[config.mk]
export PLATFORM = sky130hd
export DESIGN_NAME = cpu_step_ctrl
export DESIGN_NICKNAME = d
export VERILOG_FILES = /design/src/rtl/cpu_step_ctrl.sv
export SDC_FILE = /design/constraint.sdc
export NUM_CORES = 1
export LEC_CHECK = 0
export CAP_MARGIN = 25
export CORE_UTILIZATION = 48
export DETAILED_ROUTE_END_ITERATION = 6
export PLACE_DENSITY = 0.79
export SLEW_MARGIN = 20
export SYNTH_ARGS = -nofsm -noshare
export SYNTH_HDL_FRONTEND = slang
export SYNTH_SLANG_ARGS = --single-unit
[constraint.sdc]
create_clock -name clk -period 2.4 [get_ports clk]
set_input_delay 0.48 -clock clk [delete_from_list [all_inputs] [get_ports clk]]
set_output_delay 0.48 -clock clk [all_outputs]
set_load 0.005 [all_outputs]
[src/rtl/cpu_step_ctrl.sv]
// cpu_step_ctrl: single-step / burst / free-run clock-enable controller for a debug CPU.
module cpu_step_ctrl #(
  parameter int BURST_W = 8,
  parameter int CNT_W = 32
) (
  input  logic               clk,
  input  logic               rst,
  input  logic               btn_step,
  input  logic               btn_run,
  input  logic               btn_burst,
  input  logic [BURST_W-1:0] burst_len,
  input  logic               halt_in,
  output logic               cpu_en,
  output logic [1:0]         mode,
  output logic [BURST_W-1:0] burst_rem,
  output logic [CNT_W-1:0]   cycle_cnt
);
  typedef enum logic [1:0] {PAUSE = 2'd0, STEP = 2'd1, BURST = 2'd2, RUN = 2'd3} state_t;
  state_t state, nxt;
  logic [BURST_W-1:0] rem_nxt;
  logic burst_ok;
  assign mode = state;
  assign burst_ok = btn_burst && !halt_in && burst_len != '0;
  always_comb begin
    nxt = PAUSE;
    rem_nxt = '0;
    case (state)
      PAUSE: begin
        // a present btn_run wins even when halt blocks it; the others are dropped
        nxt = btn_run ? (halt_in ? PAUSE : RUN) : burst_ok ? BURST : btn_step ? STEP : PAUSE;
        rem_nxt = (!btn_run && burst_ok) ? burst_len : '0;
      end
      BURST: begin
        nxt = (btn_run || halt_in || burst_rem == BURST_W'(1)) ? PAUSE : BURST;
        rem_nxt = (nxt == BURST) ? burst_rem - BURST_W'(1) : '0;
      end
      RUN: nxt = (btn_run || halt_in) ? PAUSE : RUN;
      default: nxt = PAUSE;
    endcase
  end
  always_ff @(posedge clk) begin
    if (!rst) begin
      state <= PAUSE;
      cpu_en <= 1'b0;
      burst_rem <= '0;
      cycle_cnt <= '0;
    end else begin
      state <= nxt;
      cpu_en <= nxt != PAUSE;
      burst_rem <= rem_nxt;
      cycle_cnt <= cycle_cnt + CNT_W'(cpu_en);
    end
  end
endmodule
=== Word-level counts from Yosys, hierarchy flattened ===
Cells that the tools add are included.

* Input bits: 14
* Flip-flop bits (word level): 43
* Word-level logic and storage cells: 30
* Output and inout port bits: 43

* Add/sub/neg operators: 2
* Reductions and logical operators: 10
* Muxes and demuxes: 10
* Equal/unequal tests: 4

{| class="wikitable"
|+ Operators by type and width
! operator !! number
|-
| 32-bit by 1-bit adder with 32-bit output || 1
|-
| 8-bit two-way mux || 2
|-
| 8-bit case mux with 2 select lines || 1
|-
| 2-bit two-way mux || 5
|-
| 8-bit by 1-bit equality test with 1-bit output, second input constant || 1
|-
| 8-bit nonzero test || 1
|-
| 8-bit by 1-bit subtractor with 8-bit output, second input constant || 1
|-
| 2-bit equality test, second input constant || 3
|-
| 2-bit case mux with 3 select lines || 1
|-
| 1-bit logical AND || 3
|-
| 1-bit logical NOT || 2
|-
| 2-bit logical NOT || 1
|-
| 1-bit logical OR || 2
|-
| 2-bit nonzero test || 1
|-
| 1-bit two-way mux || 1
|}

=== Longest topological paths before layout ===
* Depth after elaboration: 7
* Mapped depth: 7
* Mapped depth without buffers: 6

=== Worst setup path before layout ===
OpenSTA, ideal clock, no wires.

* Path type: reg-to-reg
* Start: register cycle_cnt[18]
* End: register cycle_cnt[30]
* Slack: 641 ps
* Data required time: 2330 ps
* Period minus slack after synthesis: 1759 ps
* Arrival time: 1689 ps
* Setup time: 70 ps
* Buffers on the path: 0
* Stages on the path, launching flop included: 5
* Path through: dfxtp_1 -> nand3_2 -> or4_4 -> or4_1 -> a21oi_1

* Longest elaborated chain between the ends: 1

{| class="wikitable"
|+ RTL lines
! what !! RTL line !! RTL
|-
| start, declared || 16 || <nowiki>output logic [CNT_W-1:0] cycle_cnt</nowiki>
|-
| start signal, assigned || 51 || <nowiki>cycle_cnt <= cycle_cnt + CNT_W'(cpu_en);</nowiki>
|-
| 32-bit by 1-bit adder with 32-bit output || 51 ||
|}

No other way between the ends.
A chain may end at the register's enable or synchronous reset.

=== Worst setup path after layout ===
Same ends and word-level chain as after synthesis.

==> results.md <==
- Setup violations remaining at the end of the flow were counted as 0.
- The leading register cell type out of synthesis is sky130_fd_sc_hd__dfxtp_1.
- The flop-to-flop setup slack is 0.51 ns.
- The initial antenna violation count came to 0.
- Total power for the finished layout comes to 1371 uW.
- The area growth from synthesis to final layout is 34.55%.
- The via count of the first global-routing pass is 1761.
- Summing the areas of all xor and xnor instances in the mapped netlist gives under 10% of the synthesized area.
- The adder-cell share of the synthesized area is roughly 2.3%.
- The number of endpoints with negative hold slack in the final report came to 0.
- The global-route total usage across every layer is between 20% and 30%.
- The first routing iteration left ~140 violations.
- The net count after synthesis is roughly 270.
- The half-perimeter wire length after detailed placement is 3652 um.
- For this design, the sink count on the clock tree is 43.
- The number of clock buffers added by TritonCTS is 5.
- For this block, the via count after detailed routing is 2104.
- The number of enable-type register cells in the synthesized netlist is 0.
- The register area share after synthesis is 40.35%.
- The number of filler instances in the final layout is ~360.
- The async set-reset flop share out of synthesis is 0%.
- The post-route clock skew is ~0.0070 ns.
- The cell family contributing the most delay on the critical path is simple AND/OR/NAND/NOR gates.
- Summing all placed instances gives a cell area of roughly 2800 um^2.
- The worst setup path is of the reg -> reg kind.
- The critical register-to-register path endpoint is cycle_cnt[30].
- In the final layout, the share of cells above drive strength 1 is 7.419%.
- The synthesized-area fraction occupied by ao, oa, aoi and oai cells is roughly 18%.
- The setup slack after placement is 0.2289 ns.
- In this run the static leakage power is roughly 0.00093 uW.
- The arrival time at the worst endpoint is 2.12 ns.
- After detailed routing, the average wire length per cell comes to between 10 and 15 um.
- Counting both buffers and inverters, the worst setup path holds a total of 0.
- Clock-pin slew was measured on the worst setup and hold paths at 0.08 ns.
- The worst-case reg-to-reg path depth is 4.
- In this run the count of I/O pins placed on the die edge is 57.
- The maximum clock frequency is around 530 MHz.
- The die height is around 69 um.
- The post-synthesis share of cell area spent on and, or, nand and nor gates is just under 30%.
- The worst path meets setup with between 0.5 and 0.6 ns of slack.
- The fraction of synthesized area in multiplexers is 0.9384%.
- TritonCTS built the clock tree.
- The post-cts hold buffer count is 0.
- STA classifies the critical path startpoint as a flop.
- The largest driver fanout on the critical path is 8.
- The count of nets left with antenna violations once routing finished came out at 0.
- The number of stages on the worst hold path is 2.
- The overflow left after global routing is 0.
- The number of H-tree levels is 2.
- The largest stage delay on the critical path is between 0.5 and 0.6 ns.
- In the synthesized netlist, the number of instances is between 200 and 300.
- The total length of routed wires is between 5000 and 6000 um.
- In this run, post-CTS repair resized a total of 0 instances.
- The core area is 4144 um^2.
- The count of different cell masters after synthesis is 40.
- The tool flagged a number of max-cap violations equal to 0.
- At the end of routability-driven placement, the weighted congestion stood at about 0.75.
- The power density over the cells is ~480 nW/um^2.
- The cell with the largest stage delay on the worst path is sky130_fd_sc_hd__or4_4.
- The number of nets in the layout is 327.
- Setup repair after global routing left no endpoint under its margin.
- For the pin with the worst max-slew slack, the measured transition is between 0.3 and 0.4 ns.
- Data on the critical path is required at its endpoint by roughly 2.6 ns.
- The flip-flop and latch count after synthesis is 43.
- The via density per instance is 5.844.
- The end point of the most critical hold path is cycle_cnt[31].
- The origin of the worst min-delay path is cycle_cnt[31].
- The number of max-slew violations in the final report was 0.
- The count of inserted antenna diode cells is 0.
- In this run the horizontal extent of the chip is between 60 and 70 um.
- The first global-routing pass estimated a little over 8000 um of wire.
- Entering global routing, the biggest net connects 21 pins.
- For the finished layout, the period the worst path requires is ~1.9 ns.
- The pre-antenna-repair detailed-routing pass consisted of 4 iterations.
- The initial utilization of the core area, before any placement, comes to 51.48%.
- The worst slew slack as a fraction of its limit is around three quarters.
- The root buffer selected by CTS is sky130_fd_sc_hd__clkbuf_8.
- The clock reaches the later pin of the worst-skew pair after 0.29 ns.
- Walking the worst path, the cells encountered are nand3_2 -> or4_4 -> or4_1 -> a21oi_1.
- The number of buffers inserted by post-CTS setup repair is 0.
- In this run the core area contains 23 standard-cell rows.
- The final routed DRC violation total is 0.
- After synthesis, the mean cell area works out to around 8.5 um^2.
- The die covers ~4700 um^2.
- The worst-case IR drop observed on VDD is around 0.4 mV.
- After synthesis, the largest family of logic cells by area is simple AND/OR/NAND/NOR gates.
- The run finished with clean final reports.
- The setup TNS after final layout is 0 ns.
- The count of yosys warnings during synthesis is 0.
- The path category of the worst min-delay check is reg -> reg.
- The core occupancy in the finished layout is 69.26%.
- The clock tree buffer depth is 2.
- The total standard cell area after synthesis is 2133 um^2.
- The startpoint of the worst-slack reg-to-reg timing path is cycle_cnt[18].
- The port buffer count is 56.
- The ratio of final minimum period to clock period is 78.62%.
- The cell area after layout is ~2900 um^2.
- The worst setup path is captured at a flop.
worst min-delay path, cell delays in order (launching register included):
cell and delay [ns]:
sky130_fd_sc_hd__dfxtp_1 0.32, sky130_fd_sc_hd__nand2_1 0.05, sky130_fd_sc_hd__mux2i_1 0.06
cells in the final DEF (no fill, tap or decap), drive strengths merged, types with 4 or more instances in the layout:
| master | instances |
|---|---|
| o21ai | 11 |
| and4 | 6 |
| nor4 | 5 |
| buf | 8 |
| nand3 | 11 |
| dfxtp | 43 |
| or4 | 15 |
| or3 | 8 |
| o31ai | 11 |
| xor2 | 10 |
| nor2 | 17 |
| a21oi | 24 |
| clkdlybuf4s50 | 56 |
| a22oi | 5 |
| clkbuf | 8 |
| nand2 | 16 |
| nand4 | 12 |
| inv | 10 |
| ha | 4 |
kinds of logic (layout without fill, tap and decap cells):
logic type	count (synthesis)	after routing
simple gates	106	106
xor+xnor	13	13
flops	43	43
compound gates	60	60
buf+inv	22	82
fa+ha+maj	4	4
mux	2	2
worst max path at each step:
| stage | from | slack (ns) | depth (start not counted) | to |
|---|---|---|---|---|
| CTS | cycle_cnt[18] | 0.52 | 4 | cycle_cnt[30] |
| detailed placement | btn_run | 0.23 | 6 | burst_rem[6] |
| finish | cycle_cnt[18] | 0.51 | 4 | cycle_cnt[30] |
| global placement | btn_run | 0.28 | 6 | burst_rem[6] |
| floorplan | cycle_cnt[18] | 0.64 | 4 | cycle_cnt[30] |
| global route | cpu_en | 0.36 | 5 | cycle_cnt[27] |
cells in the mapped netlist (2+ instances only):
library cell / count / area, um^2
sky130_fd_sc_hd__nand3_1: 10 / 50.05
sky130_fd_sc_hd__and4_1: 5 / 43.79
sky130_fd_sc_hd__xnor2_1: 3 / 26.28
sky130_fd_sc_hd__o31ai_1: 11 / 82.58
sky130_fd_sc_hd__nand2b_1: 3 / 18.77
sky130_fd_sc_hd__nand2_1: 16 / 60.06
sky130_fd_sc_hd__o21a_1: 2 / 15.01
sky130_fd_sc_hd__a21oi_1: 24 / 120.1
sky130_fd_sc_hd__dfxtp_1: 43 / 860.8
sky130_fd_sc_hd__mux2i_1: 2 / 20.02
sky130_fd_sc_hd__and2_1: 3 / 18.77
sky130_fd_sc_hd__nor2_1: 17 / 63.81
sky130_fd_sc_hd__or3_1: 7 / 43.79
sky130_fd_sc_hd__nor4b_1: 3 / 26.28
sky130_fd_sc_hd__o31a_1: 2 / 17.52
sky130_fd_sc_hd__a22oi_1: 5 / 37.54
sky130_fd_sc_hd__nor4_1: 5 / 31.28
sky130_fd_sc_hd__o21ai_0: 11 / 55.05
sky130_fd_sc_hd__ha_1: 4 / 50.05
sky130_fd_sc_hd__xor2_1: 10 / 87.58
sky130_fd_sc_hd__buf_1: 2 / 7.510
sky130_fd_sc_hd__nand4_1: 12 / 75.07
sky130_fd_sc_hd__and3_1: 2 / 12.51
sky130_fd_sc_hd__or4_1: 13 / 97.59
sky130_fd_sc_hd__a2111oi_0: 2 / 17.52
sky130_fd_sc_hd__clkbuf_1: 9 / 33.78
sky130_fd_sc_hd__or4_4: 2 / 22.52
sky130_fd_sc_hd__inv_1: 10 / 37.54
per-layer routing:
layer | share of wire [%] | wire (um) | global-route usage [%] | vias up
li1 | - | - | - | 1064
met1 | 50 | 2543 | 31.90 | 988
met2 | 44 | 2253 | 34.07 | 47
met3 | 4.6 | 232 | 5.757 | 5
met4 | 1.2 | 61 | 10.16 | 0
met5 | 0 | 0 | 0 | -
cell type report:
class | instances | area, um^2 | share of cell area [%]
Sequential cell | 43 | 860.8 | 29.99
Clock buffer | 8 | 100.1 | 3.487
Tap cell | 50 | 62.56 | 2.180
Inverter | 10 | 37.54 | 1.308
Multi-Input combinational cell | 185 | 1189 | 41.41
Timing Repair Buffer | 64 | 620.6 | 21.62
metrics by stage:
| step | std cells | hold WS (ns) |
|---|---|---|
| floorplan | 250 | 0.4591 |
| global placement | 352 | 0.4614 |
| detailed placement | 352 | 0.4694 |
| CTS | 360 | 0.4845 |
| global route | 360 | 0.4945 |
| finish | 360 | 0.4759 |
power by group:
group          switching [uW]  internal [uW]
clock                     238            263
combinational            55.9           72.4
sequential               16.0            726
flip-flops by register name, summed over array words and instances, names as in the netlist:
name	cells
burst_rem	8
cpu_en	1
cycle_cnt	32
mode	2
Note: power is estimated with default switching activity, not from simulation.
